File: src/rtl/nr_reciprocal_refine.sv
// nr_reciprocal_refine
// Sequential Newton-Raphson refinement of a seed reciprocal: x <- x*(2 - d*x).
// One multiplier is shared between the d*x and x*e steps, so each iteration
// costs two cycles. Valid/ready handshakes on both sides; result is registered.
module nr_reciprocal_refine #(
    parameter int SIZE  = 4,
    parameter int ITERS = 2,
    localparam int W    = 3*SIZE-3
) (
    input  logic            clk,
    input  logic            rst_n,
    input  logic            in_valid,
    output logic            in_ready,
    input  logic [SIZE-1:0] fraction,
    input  logic [W-1:0]    seed,
    output logic            out_valid,
    input  logic            out_ready,
    output logic [W-1:0]    recip
);

    // Product width covers the widest case: W-bit x times (W+1)-bit e.
    localparam int PW = 2*W+1;

    // Iteration count as a 4-bit compare value (0..15 supported).
    localparam logic [3:0] ITERS_C = 4'(ITERS);

    // 2.0 in Q2.(W-1), seen at product width and at error width.
    localparam logic [PW-1:0] TWO_P = {{W{1'b0}}, 1'b1, {W{1'b0}}};
    localparam logic [W:0]    TWO_E = {1'b1, {W{1'b0}}};

    typedef enum logic [1:0] {
        IDLE   = 2'd0,
        MUL_DX = 2'd1,
        MUL_XE = 2'd2,
        DONE   = 2'd3
    } state_t;

    state_t            state_r;
    logic [SIZE-1:0]   d_r;
    logic [W-1:0]      x_r;
    logic [W:0]        e_r;
    logic [3:0]        cnt_r;
    logic              in_ready_r;
    logic              out_valid_r;
    logic [W-1:0]      recip_r;

    logic [PW-1:0]     op_a_s;
    logic [PW-1:0]     op_b_s;
    logic [PW-1:0]     prod_s;
    logic [PW-1:0]     p_wide_s;
    logic [PW-1:0]     t_wide_s;

    // e = 2.0 - p, clamped to zero when p has reached or passed 2.0.
    function automatic logic [W:0] clamp_err(input logic [PW-1:0] p);
        logic [W:0] res;
        if (p < TWO_P) begin
            res = TWO_E - p[W:0];
        end else begin
            res = {(W+1){1'b0}};
        end
        return res;
    endfunction

    // New x from t = x*e: saturate to all-ones when t is 2.0 or more.
    function automatic logic [W-1:0] sat_recip(input logic [PW-1:0] t);
        logic [W-1:0] res;
        if (t < TWO_P) begin
            res = t[W-1:0];
        end else begin
            res = {W{1'b1}};
        end
        return res;
    endfunction

    assign in_ready  = in_ready_r;
    assign out_valid = out_valid_r;
    assign recip     = recip_r;

    // Shared multiplier: x times d during MUL_DX, x times e otherwise.
    always_comb begin
        op_a_s = {{(W+1){1'b0}}, x_r};
        op_b_s = {PW{1'b0}};
        if (state_r == MUL_DX) begin
            op_b_s = {{(PW-SIZE){1'b0}}, d_r};
        end else begin
            op_b_s = {{W{1'b0}}, e_r};
        end
        prod_s   = op_a_s * op_b_s;
        p_wide_s = prod_s >> (SIZE-1);
        t_wide_s = prod_s >> (W-1);
    end

    // Control FSM with operand, error, counter and output registers.
    always_ff @(posedge clk or negedge rst_n) begin
        if (!rst_n) begin
            state_r     <= IDLE;
            d_r         <= {SIZE{1'b0}};
            x_r         <= {W{1'b0}};
            e_r         <= {(W+1){1'b0}};
            cnt_r       <= 4'd0;
            in_ready_r  <= 1'b1;
            out_valid_r <= 1'b0;
            recip_r     <= {W{1'b0}};
        end else begin
            case (state_r)
                IDLE: begin
                    if (in_valid && in_ready_r) begin
                        d_r        <= fraction;
                        x_r        <= seed;
                        cnt_r      <= 4'd0;
                        in_ready_r <= 1'b0;
                        if (ITERS_C == 4'd0) begin
                            state_r     <= DONE;
                            recip_r     <= seed;
                            out_valid_r <= 1'b1;
                        end else begin
                            state_r <= MUL_DX;
                        end
                    end else begin
                        in_ready_r <= 1'b1;
                    end
                end
                MUL_DX: begin
                    e_r     <= clamp_err(p_wide_s);
                    state_r <= MUL_XE;
                end
                MUL_XE: begin
                    x_r   <= sat_recip(t_wide_s);
                    cnt_r <= cnt_r + 4'd1;
                    if ((cnt_r + 4'd1) == ITERS_C) begin
                        state_r     <= DONE;
                        recip_r     <= sat_recip(t_wide_s);
                        out_valid_r <= 1'b1;
                    end else begin
                        state_r <= MUL_DX;
                    end
                end
                DONE: begin
                    // Incoming operands are ignored here; no same-cycle accept.
                    if (out_ready) begin
                        state_r     <= IDLE;
                        out_valid_r <= 1'b0;
                        in_ready_r  <= 1'b1;
                    end
                end
                default: begin
                    state_r     <= IDLE;
                    out_valid_r <= 1'b0;
                    in_ready_r  <= 1'b1;
                end
            endcase
        end
    end

endmodule

File: config.mk
export PLATFORM = sky130hd
export DESIGN_NAME = nr_reciprocal_refine
export DESIGN_NICKNAME = d
export VERILOG_FILES = /design/src/rtl/nr_reciprocal_refine.sv
export SDC_FILE = /design/constraint.sdc
export NUM_CORES = 1
export LEC_CHECK = 0
export ABC_AREA = 0
export CAP_MARGIN = 20
export CORE_MARGIN = 2
export CORE_UTILIZATION = 45
export CTS_BUF_LIST = sky130_fd_sc_hd__clkbuf_4 sky130_fd_sc_hd__clkbuf_8 sky130_fd_sc_hd__clkbuf_16
export DETAILED_ROUTE_END_ITERATION = 8
export DONT_BUFFER_PORTS = 1
export GPL_TIMING_DRIVEN = 0
export SYNTH_ARGS = -nofsm -noshare
export SYNTH_HDL_FRONTEND = slang
export SYNTH_SLANG_ARGS = --single-unit
export TNS_END_PERCENT = 5
File: constraint.sdc
create_clock -name clk -period 5.79 [get_ports clk]
set_input_delay 1.158 -clock clk [delete_from_list [all_inputs] [get_ports clk]]
set_output_delay 1.158 -clock clk [all_outputs]
set_load 0.01 [all_outputs]
==> impl_results.md, run 1 <==
* Worst-margin pin slew at 0.633 ns
* Status: complete, no violations
* Max-slew violations at 0
* Gr usage total at 23.1%
* Vias per cell at 5.45
* Max-slew headroom at just under 60%
* Syn Std Cell Area at 0.00491 mm²
* Die Ht at 108 µm
* Yosys warning count at 0
* Drc violations at 0
* Seq cells post-synth at 40
* Worst skew pair latency at 0.29 ns
* Avg Cell Area, Syn at 8.74 µm²
* Largest net degree at the start of global routing at ~40
* Top_reg_cell synth: dfrtp_1
* Worst r2r src: state_r[0]
* Clock buffer depth at 2
* Top cells by area, synth: fa_1 23%, dfrtp_1 20%, ha_1 10%
* Worst R2R Setup Slack at 0.10 ns
* Post-route ant nets at 0
* Reg2reg end: e_r[0]
* First-pass GRT wire length at 21000 µm
* Net Count, Synth at 676
* Largest delay share family, worst path: adder cells
* Cell variety after synth at 52
* Inserted Clock Buffers at 5
* CTS sink cnt at 40
* Final hold viol count at 0
* Root Driver: clkbuf_8
* First DRT Iteration DRCs at 225
* Max Freq at 176 MHz
* CP Buf/Inv Count at 7
* Fraction of layout cells with a size suffix above 1 at 18.7%
* Initial antenna violation count at 0
* Setup tns final at 0 ns
* Delay of the slowest critical-path stage at about 0.55 ns
* Top cell by count, worst path: fa_1
* Initial Utilization at between 40 and 50%
* WL per Instance at 17.6 µm
* Commonest cells in the netlist: 88 x inv_1, 57 x fa_1, 54 x nand2_1
* Crit-path cells: nand2b_4, clkbuf_16, clkbuf_16, clkbuf_16, nand3_1, fa_1, inv_1, fa_1, inv_1, fa_1, fa_1, inv_1, ha_4, o211a_1, o31ai_4, a21oi_2, or3_4, a221o_1, or4_4, buf_8, o21ai_0
* Vias in the first global route at just over 4k
* Type of origin of the critical path: flop
* Reg2Reg Depth at 21
* Crit-path slowest cell: or4_4
* Worst setup path class: reg2reg
* Seq/Total Area, Yosys at around 20%
* Count leader, synth: inv_1
* Max-Cap Viols at 0
* Total congestion overflow at 0
* # diodes at 0
* Die W at 108 µm
* WP data arrival at 5.90 ns
* RSZ-0062 raised after global routing: yes
* TritonCTS clock tree: yes
* Die ar. at 0.0118 mm²
* Drt pass-1 iters at 4
* IO Pins at 28
* Via count at 3998
* Buffers added on ports at 0
* Cell count after synthesis at 562
* Rows at 38
* Layout Nets at 707
* Crit Path Max Fanout at 10
* Post-synth EDFFs at 0
* Worst hold endpoint: cnt_r[3]
* Share of Yosys cell area claimed by the top area cell type at 23.2%
* Tcrit/Tclk final at 98.2%
* Area growth, synth to finish at 18.4%
* # setup viols final at 0
* Final Skew at 0.00370 ns
* Min-Delay Path Class: reg2reg
* GP Congestion at roughly 0.83
* H-tree lvl count at 2
* Leading area contributor after synthesis: fa_1
* Worst Hold Launch: cnt_r[3]
* CP required at 6.01 ns
* Clock slew at reported path FFs at 0.08 ns
* Worst hold path depth at 1
* Final WL at 12900 µm
* Tmin final at 5.69 ns
* Ys async rst share at 100%
* Core ar. at 0.0107 mm²
* HPWL after DPL at 9350 µm
* Crit. End Element: flop
## final cells by class
class	instances	area (µm²)
fillers	1017	4930
multi-input cells	403	3750
flip-flops and latches	40	1000
inverters	88	330
repair buffers	28	270
plain buffers	27	208
well taps	140	175
clock buffers	5	68.8
clock inverters	2	12.5
## cells in the final DEF (no fill, tap or decap), drive strengths merged, types with 3 or more instances in the layout
| master | n |
|---|---|
| inv | 88 |
| fa | 57 |
| nand2 | 54 |
| ha | 40 |
| dfrtp | 39 |
| buf | 38 |
| o21ai | 34 |
| and3 | 30 |
| nor2 | 28 |
| a21oi | 25 |
| clkbuf | 22 |
| nand3 | 20 |
| and2 | 16 |
| nor2b | 14 |
| xnor2 | 10 |
| a22oi | 9 |
| nand2b | 9 |
| xor2 | 7 |
| nor3 | 5 |
| o211ai | 4 |
| or3 | 4 |
| o22ai | 3 |
| mux2 | 3 |
| mux2i | 3 |
| o31ai | 3 |
## cell families (layout without fill, tap and decap cells)
kind of cell / Yosys count / in the layout / synth area share [%]
AOI/OAI and AO/OA: 92 / 93 / 12.6
DFF: 40 / 40 / 20.4
xor gates and xnor gates: 17 / 17 / 3.03
muxes: 6 / 6 / 1.30
adders and majority gates: 97 / 97 / 33.4
buffers and inverters: 120 / 150 / 9.45
and+or+nand+nor: 190 / 190 / 19.7
## metal layers
metal	global-route usage, %	vias to the layer above	routed length (µm)
met5	0	-	0
met4	3.75	0	127
met3	3.62	12	627
met2	40.1	84	6550
met1	31.1	2018	5560
li1	-	1884	-
## metrics by stage
step / instances / area [µm²] / util, % / setup slack (ns) / hold WS (ns)
after CTS: 727 / 5670 / 52.8 / 0.00273 / 0.512
final: 733 / 5820 / 54.1 / 0.104 / 0.519
after global routing: 733 / 5820 / 54.1 / -0.0606 / 0.527
after detailed placement: 703 / 5130 / 47.7 / -0.729 / 0.476
after global placement: 702 / 5120 / 47.7 / -0.706 / 0.470
after floorplan: 562 / 4950 / - / 0.0352 / 0.450
## registers in the layout, summed over array words and instances (netlist names)
name	count
cnt_r	4
d_r	4
e_r	10
in_ready	1
out_valid	1
recip	9
state_r	2
x_r	9
## timing repair
action	CTS	global route
resized for setup	55	36
setup buffers	18	7
endpoints found under the setup margin	28	10
pin swaps	28	40
endpoints found under the hold margin	0	0
cloned	2	1
hold buffers	0	0
## worst max path at each step
stage / endpoint / slack [ns] / from / depth (start not counted)
floorplan: e_r[9] / 0.04 / state_r[1] / 21
global placement: e_r[9] / -0.71 / state_r[1] / 18
detailed placement: e_r[9] / -0.73 / state_r[1] / 18
CTS: e_r[9] / 0.003 / state_r[1] / 19
global route: e_r[5] / -0.06 / state_r[1] / 20
finish: e_r[0] / 0.10 / state_r[0] / 21
## worst reg2reg max path, cell delays in order (launching register included)
cell	delay (ns)
dfrtp_2	0.43
nand2b_4	0.13
clkbuf_16	0.17
clkbuf_16	0.15
clkbuf_16	0.15
nand3_1	0.10
fa_1	0.52
inv_1	0.05
fa_1	0.49
inv_1	0.05
fa_1	0.46
fa_1	0.49
inv_1	0.07
ha_4	0.24
o211a_1	0.25
o31ai_4	0.10
a21oi_2	0.15
or3_4	0.41
a221o_1	0.33
or4_4	0.55
buf_8	0.17
o21ai_0	0.13
Power of run 1 is left out: the tool's default activity adds up to more than one toggle a clock period on the data nets, which glitch-free logic cannot reach.
==> run 2, diff against run 1 <==
--- a/config.mk
+++ b/config.mk
@@ -7,6 +7,7 @@
 export LEC_CHECK = 0
 export ABC_AREA = 0
 export CAP_MARGIN = 20
+export CORE_ASPECT_RATIO = 1.75
 export CORE_MARGIN = 2
 export CORE_UTILIZATION = 45
 export CTS_BUF_LIST = sky130_fd_sc_hd__clkbuf_4 sky130_fd_sc_hd__clkbuf_8 sky130_fd_sc_hd__clkbuf_16
==> run 2 against run 1 <==
Critical path type unchanged. Critical path depth shrank 3. Setup slack got worse by 0.034 ns. Highest routed layer unchanged. Critical endpoint is now e_r[9]. Register-to-register slack got worse by 0.03 ns.
==> impl_results.md, run 2 (synthesized netlist as in run 1, its figures left out) <==
* Core ar. at 0.0107 mm² (about the same)
* WL per Instance at 18.7 µm (was 17.6 µm)
* Commonest non-fill, non-tap cell in the layout: inv_1 (unchanged)
* Pre-CTS setup slack at -0.790 ns (was -0.729 ns)
* # setup viols final at 0 (unchanged)
* CP Buf/Inv Count at 4 (was 7)
* Clock buffer depth at 2 (unchanged)
* Hold_buf cts at 0 (unchanged)
* Largest net degree at the start of global routing at 41 (unchanged)
* Most flops, register: e_r (unchanged)
* Crit-path cells: nand2b_4, clkbuf_16, clkbuf_4, and3_1, fa_1, inv_1, fa_1, fa_1, fa_1, inv_1, ha_4, a21oi_2, o21ai_2, or4_4, o32ai_4, o32ai_4, or4_4, o41ai_4 (was nand2b_4, clkbuf_16, clkbuf_16, clkbuf_16, nand3_1, fa_1, inv_1, fa_1, inv_1, fa_1, fa_1, inv_1, ha_4, o211a_1, o31ai_4, a21oi_2, or3_4, a221o_1, or4_4, buf_8, o21ai_0)
* Final hold viol count at 0 (unchanged)
* Clock slew at reported path FFs at 0.06 ns (was 0.08 ns)
* TritonCTS clock tree: yes (unchanged)
* Commonest non-fill, non-tap cells in the layout: 86 x inv_1, 55 x fa_1, 51 x nand2_1, 37 x dfrtp_1, 32 x ha_1 (was 83 x inv_1, 51 x nand2_1, 51 x fa_1, 37 x dfrtp_1, 32 x ha_1)
* Largest delay share family, worst path: adder cells (unchanged)
* Die W at 83.0 µm (was 108 µm)
* Initial Utilization at 45.9% (was 45.7%)
* Post-route insts no fill at 716 (was 733)
* Final WL at 13400 µm (was 12900 µm)
* First-pass GRT wire length at 22700 µm (was 21000 µm)
* Number of fill cells at 981 (was 1017)
* Fraction of layout cells with a size suffix above 1 at 15.0% (was 18.7%)
* Crit. End Element: flop (unchanged)
* Min-Delay Path Class: reg2reg (unchanged)
* Setup tns final at 0 ns (unchanged)
* Type of origin of the critical path: flop (unchanged)
* Die ar. at 0.0118 mm² (about the same)
* Buffers added on ports at 0 (unchanged)
* Placed cell count at 693 (was 703)
* Max-slew headroom at 58.7% (was 57.8%)
* Area growth, synth to finish at 17.5% (was 18.4%)
* Crit-path slowest cell: or4_4 (unchanged)
* HPWL after DPL at 10300 µm (was 9350 µm)
* WP data arrival at 5.90 ns (about the same)
* Via count at 4064 (was 3998)
* Status: complete, no violations (unchanged)
* H-tree lvl count at 2 (unchanged)
* Total congestion overflow at 0 (unchanged)
* Tcrit/Tclk final at 98.8% (was 98.2%)
* Final worst setup slack at 0.0709 ns (was 0.104 ns)
* Die Ht at 142 µm (was 108 µm)
* Post-route ant nets at 0 (unchanged)
* Worst setup path class: reg2reg (unchanged)
* Gr usage total at 24.3% (was 23.1%)
* Final Skew at 0.00724 ns (was 0.00370 ns)
* Worst-margin pin slew at 0.619 ns (was 0.633 ns)
* Multi-input logic area at 0.00370 mm² (was 0.00375 mm²)
* # diodes at 0 (unchanged)
* Delay of the slowest critical-path stage at 0.65 ns (was 0.55 ns)
* FF+latch area at 0.00100 mm² (unchanged)
* CP required at 5.97 ns (was 6.01 ns)
* Max Freq at 175 MHz (was 176 MHz)
* IO Pins at 28 (unchanged)
* Crit Path Max Fanout at 10 (unchanged)
* RSZ-0062 raised after global routing: yes (unchanged)
* Vias per cell at 5.68 (was 5.45)
* Max-Cap Viols at 0 (unchanged)
* Max-slew violations at 0 (unchanged)
* Vias in the first global route at 4417 (was 4143)
* Drt pass-1 iters at 5 (was 4)
* GP Congestion at 0.848 (was 0.830)
* First DRT Iteration DRCs at 180 (was 225)
* Initial antenna violation count at 0 (unchanged)
* Reg2Reg Depth at 18 (was 21)
* Critical path depth in cells at 18 (was 21)
* Worst hold path depth at 2 (was 1)
* Root Driver: clkbuf_16 (was clkbuf_8)
* Rows at 50 (was 38)
* Layout Nets at 699 (was 707)
* Max reg flops at 10 (unchanged)
* Post-layout util at 53.9% (was 54.1%)
* CTS sink cnt at 40 (unchanged)
* Tmin final at 5.72 ns (was 5.69 ns)
* Drc violations at 0 (unchanged)
* Worst skew pair latency at 0.29 ns (about the same)
* Inserted Clock Buffers at 5 (unchanged)
* Top cell by count, worst path: fa_1 (unchanged)
## run 2: timing repair
action / 4_1_cts / 5_1_grt
buffers inserted: 17 / 1
endpoints found under the setup margin: 28 / 10
cloned: 1 / 0
gates resized for setup: 56 / 13
pin swaps: 25 / 16
## run 2: layout make-up
class	instances	area share (%)
plain buffers	28	3.66
clock buffers	5	2.17
clock inverters	3	0.802
inverters	88	5.72
multi-input cells	402	64.1
flip-flops and latches	40	17.4
well taps	130	2.82
repair buffers	20	3.27
## run 2: final timing paths
check,end,slack (ns),start
setup / recovery,e_r[9],0.07,state_r[1]
hold / removal,x_r[4],0.51,x_r[4]
setup reg to reg,e_r[9],0.07,state_r[1]
hold reg to reg,x_r[4],0.51,x_r[4]
max in group asynchronous,in_ready,5.05,rst_n
min in group asynchronous,x_r[7],0.56,rst_n
## run 2: metal layers
metal | vias to the layer above | wire, µm | GRT usage, %
met3 | 29 | 499 | 3.60
met1 | 2046 | 4950 | 27.0
li1 | 1880 | - | -
met2 | 109 | 7530 | 46.3
met5 | - | 0 | 0
met4 | 0 | 440 | 8.63
## run 2: worst register-to-register path: stages, from the launching register on
cell       delay (ns)
dfrtp_2          0.41
nand2b_4         0.19
clkbuf_16        0.19
clkbuf_4         0.19
and3_1           0.22
fa_1             0.53
inv_1            0.05
fa_1             0.57
fa_1             0.48
fa_1             0.56
inv_1            0.06
ha_4             0.27
a21oi_2          0.16
o21ai_2          0.12
or4_4            0.44
o32ai_4          0.14
o32ai_4          0.14
or4_4            0.65
o41ai_4          0.25
## run 2: metrics by stage
step	hold WS, ns	cell area, µm²
CTS	0.513	5740
finish	0.507	5770
global placement	0.470	5110
detailed placement	0.471	5120
floorplan	0.450	4950
global route	0.554	5770
Power of run 2 is left out for the same reason.
